<file path="config.mk">
export PLATFORM = sky130hd
export DESIGN_NAME = aes_ecb_pipe
export DESIGN_NICKNAME = d
export VERILOG_FILES = /design/src/rtl/aes_ecb_pipe.sv
export SDC_FILE = /design/constraint.sdc
export NUM_CORES = 1
export LEC_CHECK = 0
export ABC_AREA = 1
export ABC_CLOCK_PERIOD_IN_PS = 10800
export CORE_ASPECT_RATIO = 1.75
export CORE_MARGIN = 2
export CORE_UTILIZATION = 40
export DETAILED_ROUTE_END_ITERATION = 16
export HOLD_SLACK_MARGIN = 0.02
export PLACE_DENSITY_LB_ADDON = 0.2
export SYNTH_ARGS = -nofsm -noshare
export SYNTH_HDL_FRONTEND = slang
export SYNTH_SLANG_ARGS = --single-unit
</file>
<file path="constraint.sdc">
create_clock -name clk -period 10.8 [get_ports clk]
set_clock_uncertainty 0.05 [all_clocks]
set_input_delay 2.7 -clock clk [delete_from_list [all_inputs] [get_ports clk]]
set_output_delay 2.7 -clock clk [all_outputs]
set_load 0.01 [all_outputs]
</file>
<file path="src/rtl/aes_ecb_pipe.sv">
// aes_ecb_pipe: per-beat XOR-with-key / invert transform on an Avalon-ST
// datapath. Includes a per-packet loadable key, a fixed-depth register
// pipeline, an elastic first-word-fall-through output FIFO, SOP/EOP framing
// check and an egress packet counter.
module aes_ecb_pipe #(
  parameter int DATA_W       = 128,
  parameter int PIPE_STAGES  = 2,
  parameter int FIFO_DEPTH   = 4,
  parameter int CNT_W        = 16,
  localparam int EMPTY_W     = (DATA_W > 8) ? $clog2(DATA_W / 8) : 1
) (
  input  logic               clk,
  input  logic               rst_n,
  // ingress
  input  logic               data_in_valid,
  output logic               data_in_ready,
  input  logic               data_in_sop,
  input  logic               data_in_eop,
  input  logic [EMPTY_W-1:0] data_in_empty,
  input  logic [DATA_W-1:0]  data_in_data,
  // egress
  output logic               data_out_valid,
  input  logic               data_out_ready,
  output logic               data_out_sop,
  output logic               data_out_eop,
  output logic [EMPTY_W-1:0] data_out_empty,
  output logic [DATA_W-1:0]  data_out_data,
  // key control and status
  input  logic [DATA_W-1:0]  key_in,
  input  logic               mode_in,
  input  logic               key_load,
  output logic               key_pending,
  output logic               proto_err,
  output logic [CNT_W-1:0]   pkt_cnt
);

  // Handshake: a beat transfers on a rising edge where valid and ready are
  // both 1. A master holds valid and all fields stable until it transfers;
  // ready may change freely and never depends combinationally on valid.
  // data_in_ready is a function of registered state only.

  localparam int BEAT_W = DATA_W + EMPTY_W + 2;
  localparam int PTR_W  = (FIFO_DEPTH > 1) ? $clog2(FIFO_DEPTH) : 1;
  localparam int OCC_W  = $clog2(FIFO_DEPTH + 1);

  generate
    if (DATA_W < 8 || (DATA_W % 8) != 0) begin : g_bad_data_w
      $error("aes_ecb_pipe: DATA_W must be a multiple of 8 and at least 8");
    end
    if (PIPE_STAGES < 1) begin : g_bad_pipe
      $error("aes_ecb_pipe: PIPE_STAGES must be at least 1");
    end
    if (FIFO_DEPTH < 2) begin : g_bad_depth
      $error("aes_ecb_pipe: FIFO_DEPTH must be at least 2");
    end
  endgenerate

  logic [DATA_W-1:0] key_act;
  logic [DATA_W-1:0] key_pend;
  logic              mode_act;
  logic              mode_pend;
  logic              in_pkt;
  logic [OCC_W-1:0]  occ;

  logic              key_stall;
  logic              key_apply;
  logic              in_accept;
  logic              out_accept;
  logic [DATA_W-1:0] xform_data;
  logic [BEAT_W-1:0] in_beat;

  logic [PIPE_STAGES-1:0] st_valid;
  logic [BEAT_W-1:0]      st_beat [PIPE_STAGES];

  logic [BEAT_W-1:0] fifo_mem [FIFO_DEPTH];
  logic [PTR_W-1:0]  rd_ptr;
  logic [PTR_W-1:0]  wr_ptr;
  logic [OCC_W-1:0]  fifo_cnt;
  logic              fifo_push;
  logic              fifo_pop;

  function automatic logic [PTR_W-1:0] ptr_next(input logic [PTR_W-1:0] p);
    if (p == PTR_W'(FIFO_DEPTH - 1)) ptr_next = '0;
    else                             ptr_next = p + PTR_W'(1);
  endfunction

  // A pending key is applied only between packets, and ingress pauses for
  // the cycle in which the swap happens.
  assign key_stall     = key_pending & ~in_pkt;
  assign key_apply     = key_stall & ~key_load;
  assign data_in_ready = (occ < OCC_W'(FIFO_DEPTH)) & ~key_stall;
  assign in_accept     = data_in_valid & data_in_ready;
  assign out_accept    = data_out_valid & data_out_ready;

  assign xform_data = mode_act ? ~data_in_data : (data_in_data ^ key_act);
  assign in_beat    = {data_in_sop, data_in_eop, data_in_empty, xform_data};

  assign fifo_push      = st_valid[PIPE_STAGES-1];
  assign fifo_pop       = out_accept;
  assign data_out_valid = (fifo_cnt != '0);
  assign {data_out_sop, data_out_eop, data_out_empty, data_out_data} = fifo_mem[rd_ptr];

  // Pending/active key registers; a load in the apply cycle defers the apply.
  always_ff @(posedge clk) begin
    if (!rst_n) begin
      key_act     <= '1;
      mode_act    <= 1'b0;
      key_pend    <= '0;
      mode_pend   <= 1'b0;
      key_pending <= 1'b0;
    end else if (key_load) begin
      key_pend    <= key_in;
      mode_pend   <= mode_in;
      key_pending <= 1'b1;
    end else if (key_apply) begin
      key_act     <= key_pend;
      mode_act    <= mode_pend;
      key_pending <= 1'b0;
    end
  end

  // Framing tracker and sticky protocol error on accepted beats.
  always_ff @(posedge clk) begin
    if (!rst_n) begin
      in_pkt    <= 1'b0;
      proto_err <= 1'b0;
    end else if (in_accept) begin
      if ((data_in_sop && in_pkt) || (!data_in_sop && !in_pkt)) proto_err <= 1'b1;
      if (data_in_eop)      in_pkt <= 1'b0;
      else if (data_in_sop) in_pkt <= 1'b1;
    end
  end

  // Beats held by the block, in flight plus stored; bounds ingress so the
  // pipeline can always drain into the FIFO.
  always_ff @(posedge clk) begin
    if (!rst_n) begin
      occ <= '0;
    end else begin
      case ({in_accept, out_accept})
        2'b10:   occ <= occ + OCC_W'(1);
        2'b01:   occ <= occ - OCC_W'(1);
        default: occ <= occ;
      endcase
    end
  end

  // Pipeline valid tags; stages never stall.
  always_ff @(posedge clk) begin
    if (!rst_n) begin
      st_valid <= '0;
    end else begin
      st_valid[0] <= in_accept;
      for (int i = 1; i < PIPE_STAGES; i++) st_valid[i] <= st_valid[i-1];
    end
  end

  // Pipeline payload; qualified by st_valid so no reset is needed.
  always_ff @(posedge clk) begin
    st_beat[0] <= in_beat;
    for (int i = 1; i < PIPE_STAGES; i++) st_beat[i] <= st_beat[i-1];
  end

  // FIFO pointers and fill count.
  always_ff @(posedge clk) begin
    if (!rst_n) begin
      rd_ptr   <= '0;
      wr_ptr   <= '0;
      fifo_cnt <= '0;
    end else begin
      if (fifo_push) wr_ptr <= ptr_next(wr_ptr);
      if (fifo_pop)  rd_ptr <= ptr_next(rd_ptr);
      case ({fifo_push, fifo_pop})
        2'b10:   fifo_cnt <= fifo_cnt + OCC_W'(1);
        2'b01:   fifo_cnt <= fifo_cnt - OCC_W'(1);
        default: fifo_cnt <= fifo_cnt;
      endcase
    end
  end

  // FIFO storage.
  always_ff @(posedge clk) begin
    if (fifo_push) fifo_mem[wr_ptr] <= st_beat[PIPE_STAGES-1];
  end

  // Count packets completed at egress; wraps naturally.
  always_ff @(posedge clk) begin
    if (!rst_n)                       pkt_cnt <= '0;
    else if (out_accept && data_out_eop) pkt_cnt <= pkt_cnt + CNT_W'(1);
  end

endmodule

</file>
== After elaboration in Yosys (flattened, before gate mapping) ==
Memory sizes are Yosys's and may differ from the RTL's. A register that Yosys moved wholly into a read port is not among the register bits.
Index checks and enable logic that the tools add are counted.

* Bits in latches: 0
* Memories: 2
* RAM bits: 804
* Input port bits: 268
* Output and inout bits: 154
* Register bits after elaboration: 289
* ROM bits: 0
* Word-level logic and storage cells: 66

{| class="wikitable"
|+ Memory list
! name !! words !! width !! rd ports !! clocked after Yosys merged registers in !! wr ports !! RTL line !! text
|-
| fifo_mem || 4 || 134 || 1 || 1 || 1 || 75 || <nowiki>logic [BEAT_W-1:0] fifo_mem [FIFO_DEPTH];</nowiki>
|-
| st_beat || 2 || 134 || 2 || 0 || 2 || 73 || <nowiki>logic [BEAT_W-1:0] st_beat [PIPE_STAGES];</nowiki>
|}

* Muxes and demuxes: 13
* Shift operators: 0
* Eq/ne operators: 6
* Bitwise logic cells: 10
* Add/sub/neg operators: 7
* Magnitude comparators: 1
* Reductions and logical operators: 14
* Multiply operators: 0
* Divide/modulo/power cells: 0

{| class="wikitable"
|+ Operators with widths
! cell !! number
|-
| 128-bit 2-to-1 mux || 1
|-
| 128-bit inverter || 1
|-
| 128-bit bitwise XOR || 1
|-
| 16-bit by 1-bit adder with 16-bit output, second input constant || 1
|-
| 3-bit case mux with 2 select lines || 2
|-
| 2-bit == test, second input constant || 4
|-
| 2-bit 2-to-1 mux || 4
|-
| 2-bit nonzero test || 4
|-
| 3-bit by 1-bit adder with 3-bit output, second input constant || 2
|-
| 1-bit 2-to-1 mux || 6
|-
| 2-bit AND reduction || 3
|-
| 3-bit by 1-bit subtractor with 3-bit output, second input constant || 2
|-
| 1-bit AND || 5
|-
| 2-bit by 1-bit adder with 2-bit output, second input constant || 2
|-
| 2-bit by 1-bit == test with 1-bit output, second input constant || 2
|-
| 1-bit logical AND || 3
|-
| 3-bit < comparator, second input constant || 1
|-
| 1-bit inverter || 3
|-
| 3-bit nonzero test || 1
|-
| 1-bit logical NOT || 2
|-
| 1-bit logical OR || 1
|}

== Depth between registers and ports, before layout ==
Gate-level depths: netlist of the first run.

* Depth in word-level cells: 7
* Gate-level depth with buffers: 11
* Depth with buffers taken out: 11

== Least setup slack after synthesis of the first run ==
OpenSTA, ideal clock, no wires.

* Kind: input-to-reg
* From: input port data_out_ready
* To: register fifo_cnt[2]
* Path buffers: 0
* Arrival: 3.942 ns
* Data required time: 10.628 ns
* Stages: 9
* Library setup time: 0.122 ns
* Slack: 6.686 ns
* Path through: nand2_2 -> inv_1 -> ha_1 -> inv_1 -> fa_1 -> a21oi_1 -> o21ai_0 -> o21ai_0 -> a21oi_1

* Longest elaborated chain between the ends: 3
* Elaborated cells on any way between the ends: 5
* Classes of those cells: eq/ne: 2; mux: 1; bitwise: 1; reduce/logical: 1

{| class="wikitable"
|+ Ends and longest elaborated chain
! what !! RTL line !! text
|-
| start, declared || 23 || <nowiki>input logic data_out_ready,</nowiki>
|-
| 1-bit AND * || 93 || <nowiki>assign out_accept = data_out_valid & data_out_ready;</nowiki>
|-
| via fifo_pop || 80 || <nowiki>logic fifo_pop;</nowiki>
|-
| 2-bit by 1-bit == test with 1-bit output or 2-bit == test (tied branches) || 173 || <nowiki>case ({fifo_push, fifo_pop})</nowiki>
|-
| 3-bit case mux with 2 select lines or 2-bit nonzero test (tied branches) || n/a ||
|-
| end signal, assigned || 174 || <nowiki>2'b10: fifo_cnt <= fifo_cnt + OCC_W'(1);</nowiki>
|-
| end signal, assigned || 175 || <nowiki>2'b01: fifo_cnt <= fifo_cnt - OCC_W'(1);</nowiki>
|-
| end signal, assigned || 176 || <nowiki>default: fifo_cnt <= fifo_cnt;</nowiki>
|-
| end, declared || 78 || <nowiki>logic [OCC_W-1:0] fifo_cnt;</nowiki>
|}

Mark *: on every way through the listed nets, which the timed path passes. The rest lies on a longest branch.
A chain may end at the register's enable or synchronous reset.

==> PnR_summary.wiki, run 1 <==
{| class="wikitable"
! Metric !! Value
|-
| Signed area change from the synthesized netlist to the final layout || 22.8%
|-
| Worst path setup slack after routing || 3910 ps
|-
| Endpoint arrival time on the critical path || 4140 ps
|-
| Nature of the critical path endpoint || output port
|-
| Class of the worst hold path || reg -> reg
|-
| Sequential-to-total area share from yosys stat || 0.732
|-
| Sequential fraction of design power || 0.502
|-
| Via count of the routed design || 23800
|-
| Number of nets in the synthesized netlist || 3478
|-
| Setup TNS || 0 ps
|-
| Number of warning messages in the yosys log || 0
|-
| Status || complete, no violations
|-
| Floorplan die height || 408 um
|-
| Static leakage power || 0.0169 uW
|-
| FF-to-FF Start || wr_ptr[0]
|-
| Buffers & Inverters on Critical Path || 3
|-
| Final-stage net count || 3835
|-
| Cts bufs inserted || 100
|-
| Total count of hold-check failures in the final report || 0
|-
| H-Tree Level Count || 3
|-
| Rel. slew slack || 0.0353
|-
| Total half-perimeter wirelength after legalization and detailed placement || 55.8 mm
|-
| Clock tree from TritonCTS || built
|-
| Category of the worst setup path launch point || flop
|-
| Setup Buffers After CTS || 0
|-
| Pin count of the biggest net entering global routing || 182
|-
| Clock-pin slew on the worst setup and hold paths || 60 ps
|-
| Path type of the worst setup path || reg -> out
|-
| Most frequently used flop master after synthesis || sky130_fd_sc_hd__dfxtp_1
|-
| Core outline area || 92800 um^2
|-
| WL/cell || 19.0 um
|-
| Switching power of the nets || 2280 uW
|-
| Setup violation total in the final timing report || 0
|-
| First-pass GRT wire length || 140 mm
|-
| Later-pin clock latency in the skew report || 680 ps
|-
| Unique cell type count in the Yosys netlist || 33
|-
| Number of I/O pins || 422
|-
| Worst setup slack before clock tree synthesis || 4730 ps
|-
| Final Hold Slack || 272 ps
|-
| Mapped cell area || 37300 um^2
|-
| Peak per-stage delay on the critical path || 830 ps
|-
| First-iteration detailed-routing DRC count || 1205
|-
| Part of the power in the clock network || 0.382
|-
| Transition time of the tightest slew-check pin || 1450 ps
|-
| Final global-route overflow total || 0
|-
| Worst-case vdd ir drop || 133 uV
|-
| Buffer type at the clock tree root || sky130_fd_sc_hd__clkbuf_16
|-
| Layout cells sized above 1 || 0.0612
|-
| Power density normalized to cell area || 205 nW/um^2
|-
| Gate power share || 0.116
|-
| Total die area || 95800 um^2
|-
| Final Critical Period || 6890 ps
|-
| Switching share of power || 0.242
|-
| Cell area reported after detailed placement || 42400 um^2
|-
| Share of synthesized registers carrying an async set or reset || 0
|-
| Final estimated routing congestion in global placement || 0.779
|-
| Final standard cell area without fillers || 45800 um^2
|-
| Endpoint required time on the critical path || 8050 ps
|-
| Synth Area per Inst || 11.6 um^2
|-
| Vias in the first global route || 23500
|-
| Flop and latch count out of synthesis || 1095
|-
| Number of flops mapped to enable cells by yosys || 536
|-
| Buffer levels on the longest clock path || 3
|-
| Maximum fanout encountered on the critical timing path || 181
|-
| Hold_sp || st_beat[0][96]
|-
| Initial core utilization || 0.402
|-
| # port buffers || 421
|-
| Cell-by-cell listing of the critical path || inv_8 -> buf_4 -> o21ai_0 -> o22ai_1 -> clkdlybuf4s50_1
|-
| Number of design rule violations left after detail routing || 0
|-
| Vias/cell || 4.91
|-
| RSZ-0062 raised after global routing || no
|-
| Final-report max-slew violation count || 0
|-
| Number of buffers inserted by hold repair at cts || 0
|-
| Horizontal die dimension || 235 um
|-
| Antenna violations before repair || 17
|-
| Gate count of the mapped netlist || 3201
|-
| Upper clock frequency limit || 145 MHz
|-
| MaxCap Viol Count || 0
|-
| Site Rows || 148
|-
| Clock sink count || 1095
|-
| Global-route usage over all layers || 0.190
|-
| Portion of the clock cycle consumed by the worst path in the final layout || 0.638
|-
| Router iterations before antenna repair || 5
|-
| Number of resized instances in the post-cts repair step || 0
|-
| Antenna viol nets, final || 0
|-
| Critical path's top delay family || buffers and inverters
|-
| Overall routed net length || 92.1 mm
|-
| Int Pwr || 7120 uW
|-
| Standard cell with the maximum stage delay on the critical path || sky130_fd_sc_hd__buf_4
|}
==> cell type report <==
type,instances,area [um^2]
Multi-Input combinational cell,1873,8970
Sequential cell,1095,27300
Clock buffer,134,2850
Timing Repair Buffer,447,4410
Tap cell,1200,1500
Inverter,41,194
Fill cell,8258,47000
Clock inverter,55,537
Antenna cell,13,32.5
==> registers in the layout (all words and copies together) (netlist names), named ones only <==
name / count
st_valid: 2
key_pend: 128
mode_act: 1
fifo_cnt: 3
fifo_mem: 536
key_act: 128
occ: 3
rd_ptr: 2
wr_ptr: 2
pkt_cnt: 16
in_pkt: 1
mode_pend: 1
proto_err: 1
key_pending: 1
st_beat: 268
==> metrics by stage <==
| step | power, uW | utilization | std cells |
|---|---|---|---|
| 5_1_grt | 9790 | 0.494 | 4857 |
| 3_5_place_dp | 5920 | 0.457 | 4656 |
| 6_report | 9400 | 0.494 | 4858 |
| 3_3_place_gp | 5900 | 0.457 | 4656 |
| 2_1_floorplan | 5310 | - | 3201 |
| 4_1_cts | 9520 | 0.493 | 4845 |
==> worst paths after layout <==
check,depth (start not counted),slack [ps],to
max,5,3910,data_out_data[72]
min,0,270,st_beat[0][230]
max reg2reg,6,7760,fifo_mem[2][80]
min reg2reg,0,270,st_beat[0][230]
==> cells by family (layout without fill, tap and decap cells) <==
family	Yosys count	count (layout)	share of synthesized area
AND/OR/NAND/NOR	1168	1168	0.125
flip-flops	1095	1095	0.732
AO/OA/AOI/OAI	566	566	0.0816
buffers and inverters	233	677	0.0276
XOR/XNOR	130	130	0.0305
adder cells (fa/ha/maj)	9	9	0.00342
other	0	13	0
==> synthesized netlist by cell type, types with 2 or more instances <==
master	instances	area, um^2
sky130_fd_sc_hd__a21oi_2	8	70.1
sky130_fd_sc_hd__a21oi_1	17	85.1
sky130_fd_sc_hd__xnor2_1	129	1130
sky130_fd_sc_hd__buf_8	2	30.0
sky130_fd_sc_hd__clkbuf_1	120	450
sky130_fd_sc_hd__o21ai_0	403	2020
sky130_fd_sc_hd__inv_1	39	146
sky130_fd_sc_hd__nor2_1	680	2550
sky130_fd_sc_hd__nand3_1	144	721
sky130_fd_sc_hd__o22ai_1	133	832
sky130_fd_sc_hd__dfxtp_1	559	11200
sky130_fd_sc_hd__o21ai_1	2	10.0
sky130_fd_sc_hd__inv_2	2	7.51
sky130_fd_sc_hd__fa_1	2	40.0
sky130_fd_sc_hd__buf_4	13	97.6
sky130_fd_sc_hd__nand4_1	4	25.0
sky130_fd_sc_hd__buf_1	2	7.51
sky130_fd_sc_hd__nand2_2	7	43.8
sky130_fd_sc_hd__buf_2	53	265
sky130_fd_sc_hd__nor2_2	3	18.8
sky130_fd_sc_hd__buf_6	2	22.5
sky130_fd_sc_hd__nand2_1	319	1200
sky130_fd_sc_hd__o211a_1	2	20.0
sky130_fd_sc_hd__nor3_1	3	15.0
sky130_fd_sc_hd__nand3b_1	3	22.5
sky130_fd_sc_hd__edfxtp_1	536	16100
sky130_fd_sc_hd__ha_1	7	87.6
sky130_fd_sc_hd__nand3_2	2	20.0
==> per-layer routing <==
metal  routed length, um  track usage
met5                  53            0
met4                2310       0.0722
met3                4610       0.0368
met2               46400        0.329
met1               38800        0.233
==> power groups by stage <==
| stage | logic [uW] | clock network (uW) | registers [uW] |
|---|---|---|---|
| final | 1090 | 3590 | 4720 |
| after global routing | 1190 | 3850 | 4750 |
| after detailed placement | 1100 | 0 | 4810 |
| after CTS | 1110 | 3690 | 4720 |
| after global placement | 1100 | 0 | 4810 |
| after floorplan | 551 | 0 | 4760 |
==> layout by cell type (no fill, tap or decap), drive strengths merged, types with 3 or more instances in the layout <==
master,count
a21oi,25
buf,27
bufinv,7
clkbuf,135
clkdlybuf4s50,419
clkinv,37
clkinvlp,4
dfxtp,559
diode,13
edfxtp,536
ha,7
inv,48
nand2,327
nand3,146
nand3b,3
nand4,4
nor2,684
nor3,3
o21ai,405
o22ai,133
xnor2,129
No activity file was read; power rests on OpenSTA's default activity.
==> run 2: changes to the inputs <==
--- a/config.mk
+++ b/config.mk
@@ -6,7 +6,7 @@
 export NUM_CORES = 1
 export LEC_CHECK = 0
 export ABC_AREA = 1
-export ABC_CLOCK_PERIOD_IN_PS = 10800
+export ABC_CLOCK_PERIOD_IN_PS = 7100
 export CORE_ASPECT_RATIO = 1.75
 export CORE_MARGIN = 2
 export CORE_UTILIZATION = 40
==> constraint.sdc (replaced) <==
create_clock -name clk -period 7.1 [get_ports clk]
set_clock_uncertainty 0.05 [all_clocks]
set_input_delay 1.775 -clock clk [delete_from_list [all_inputs] [get_ports clk]]
set_output_delay 1.775 -clock clk [all_outputs]
set_load 0.01 [all_outputs]
==> run 2 against run 1 <==
Clock power increased by 49%. Setup slack got worse by 2100 ps. Via count decreased by 0.89%. Final cell count decreased by 0.23%. Largest cell class unchanged. Flip-flop and latch count unchanged. Critical path depth unchanged.
==> PnR_summary.wiki, run 2 (synthesis gave the netlist of run 1 again) <==
{| class="wikitable"
! Metric !! Value
|-
| Rel. slew slack || 0.284
|-
| Power density normalized to cell area || 310 nW/um^2
|-
| Portion of the clock cycle consumed by the worst path in the final layout || 0.747
|-
| Number of buffers inserted by hold repair at cts || 0
|-
| Upper clock frequency limit || 189 MHz
|-
| Worst setup slack before clock tree synthesis || 2510 ps
|-
| Most common library cell in the layout ignoring fill and taps || sky130_fd_sc_hd__nor2_1
|-
| Placed instance count || 4655
|-
| Maximum fanout encountered on the critical timing path || 175
|-
| Registers with the most flip-flops || fifo_mem x536, st_beat x268
|-
| Overall routed net length || 91.1 mm
|-
| Clock tree from TritonCTS || built
|-
| Worst path setup slack after routing || 1800 ps
|-
| Final Hold Slack || 260 ps
|-
| FF-to-FF setup slack || 4470 ps
|-
| Antenna viol nets, final || 0
|-
| Number of design rule violations left after detail routing || 0
|-
| Router iterations before antenna repair || 5
|-
| Static leakage power || 0.0169 uW
|-
| Class of the worst hold path || reg -> reg
|-
| Final-report max-slew violation count || 0
|-
| Status || complete, no violations
|-
| First-iteration detailed-routing DRC count || 1393
|-
| Clock sink count || 1095
|-
| Floorplan die height || 408 um
|-
| Antenna violations before repair || 15
|-
| Gate power share || 0.117
|-
| Final-stage net count || 3831
|-
| MaxCap Viol Count || 0
|-
| Switching share of power || 0.239
|-
| Horizontal die dimension || 235 um
|-
| Global-route usage over all layers || 0.188
|-
| H-Tree Level Count || 3
|-
| Buffer type at the clock tree root || sky130_fd_sc_hd__clkbuf_16
|-
| WL/cell || 18.8 um
|-
| RSZ-0062 raised after global routing || no
|-
| Final instance count without filler cells || 4847
|-
| Final global-route overflow total || 0
|-
| Endpoint required time on the critical path || 5280 ps
|-
| Peak per-stage delay on the critical path || 690 ps
|-
| Layout cells sized above 1 || 0.0602
|-
| Via count of the routed design || 23600
|-
| Vias/cell || 4.87
|-
| Total half-perimeter wirelength after legalization and detailed placement || 55.3 mm
|-
| Reg with most FFs || fifo_mem
|-
| Sequential fraction of design power || 0.505
|-
| Clock-pin slew on the worst setup and hold paths || 60 ps
|-
| # port buffers || 421
|-
| Commonest cells after routing, fill and taps aside || 680 x sky130_fd_sc_hd__nor2_1, 556 x sky130_fd_sc_hd__dfxtp_1, 536 x sky130_fd_sc_hd__edfxtp_1
|-
| Number of resized instances in the post-cts repair step || 0
|-
| Total die area || 95800 um^2
|-
| Path type of the worst setup path || reg -> out
|-
| Part of the power in the clock network || 0.378
|-
| Category of the worst setup path launch point || flop
|-
| Initial core utilization || 0.402
|-
| Setup Buffers After CTS || 0
|-
| Cell-by-cell listing of the critical path || inv_8 -> buf_4 -> o21ai_0 -> o22ai_1 -> clkdlybuf4s50_1
|-
| Number of I/O pins || 422
|-
| Worst-case vdd ir drop || 189 uV
|-
| Vias in the first global route || 23200
|-
| Core outline area || 92800 um^2
|-
| Endpoint arrival time on the critical path || 3480 ps
|-
| Int Pwr || 10800 uW
|-
| Transition time of the tightest slew-check pin || 1070 ps
|-
| Setup violation total in the final timing report || 0
|-
| Total count of hold-check failures in the final report || 0
|-
| Final Critical Period || 5300 ps
|-
| Site Rows || 148
|-
| Max FFs per register || 536
|-
| Setup TNS || 0 ps
|-
| Buffer levels on the longest clock path || 3
|-
| Standard cell with the maximum stage delay on the critical path || sky130_fd_sc_hd__inv_8
|-
| First-pass GRT wire length || 138 mm
|-
| Signed area change from the synthesized netlist to the final layout || 22.7%
|-
| Later-pin clock latency in the skew report || 680 ps
|-
| Final estimated routing congestion in global placement || 0.778
|-
| Switching power of the nets || 3400 uW
|-
| Cts bufs inserted || 97
|-
| Nature of the critical path endpoint || output port
|-
| Pin count of the biggest net entering global routing || 176
|}
## run 2: cell types whose count changed in the layout (fill, tap and decap cells not counted), moves of 2 or more
cell                        before  now
sky130_fd_sc_hd__clkinv_2       26   17
sky130_fd_sc_hd__diode_2        13   10
sky130_fd_sc_hd__bufinv_16       7    5
sky130_fd_sc_hd__buf_4          27   23
sky130_fd_sc_hd__clkbuf_8        8   19
sky130_fd_sc_hd__buf_12          0    3
sky130_fd_sc_hd__clkbuf_1       20   23
sky130_fd_sc_hd__clkbuf_16     107  103
sky130_fd_sc_hd__clkinv_1        8    1
## run 2: layout make-up
cell class | instances | area [um^2]
timing repair buffer | 446 | 4440
clock buffer | 146 | 2920
clock inverter | 36 | 387
multi-input combinational | 1873 | 8970
inverter | 41 | 194
fill | 8292 | 47000
antenna | 10 | 25.0
sequential | 1095 | 27300
tap | 1200 | 1500
## run 2: path summary, 6_finish.rpt
check,from,endpoint,cells past startpoint
setup / recovery,flop,data_out_data[75],5
hold / removal,st_beat[0][55],st_beat[0][189],0
setup reg to reg,flop,pkt_cnt[8],8
hold reg to reg,st_beat[0][55],st_beat[0][189],0
## run 2: stage by stage
| step | cell area [um^2] | util | power [uW] |
|---|---|---|---|
| 2_1_floorplan | 37300 | - | 8080 |
| 3_3_place_gp | 42400 | 0.457 | 8970 |
| 3_5_place_dp | 42400 | 0.457 | 8990 |
| 4_1_cts | 45700 | 0.493 | 14400 |
| 5_1_grt | 45700 | 0.493 | 14800 |
| 6_report | 45700 | 0.493 | 14200 |
## run 2: critical path, delay by kind of cell, from the launching register on
| family | cells | cell delay, ps |
|---|---|---|
| buffers and inverters | 3 | 1760 |
| AO/OA/AOI/OAI | 2 | 370 |
| flip-flops | 1 | 470 |
## run 2: routing by layer
layer	vias up	part of all wire	GRT usage
li1	11600	-	-
met1	11300	0.42	0.226
met2	567	0.50	0.327
met3	143	0.049	0.0362
met4	8	0.030	0.0770
met5	-	0.00063	0
## run 2: power groups by stage
stage / Combinational, uW / Clock, uW / Sequential (uW)
after floorplan: 838 / 0 / 7240
after global placement: 1670 / 0 / 7300
after detailed placement: 1680 / 0 / 7310
after CTS: 1690 / 5510 / 7170
after global routing: 1810 / 5750 / 7210
final: 1660 / 5360 / 7170
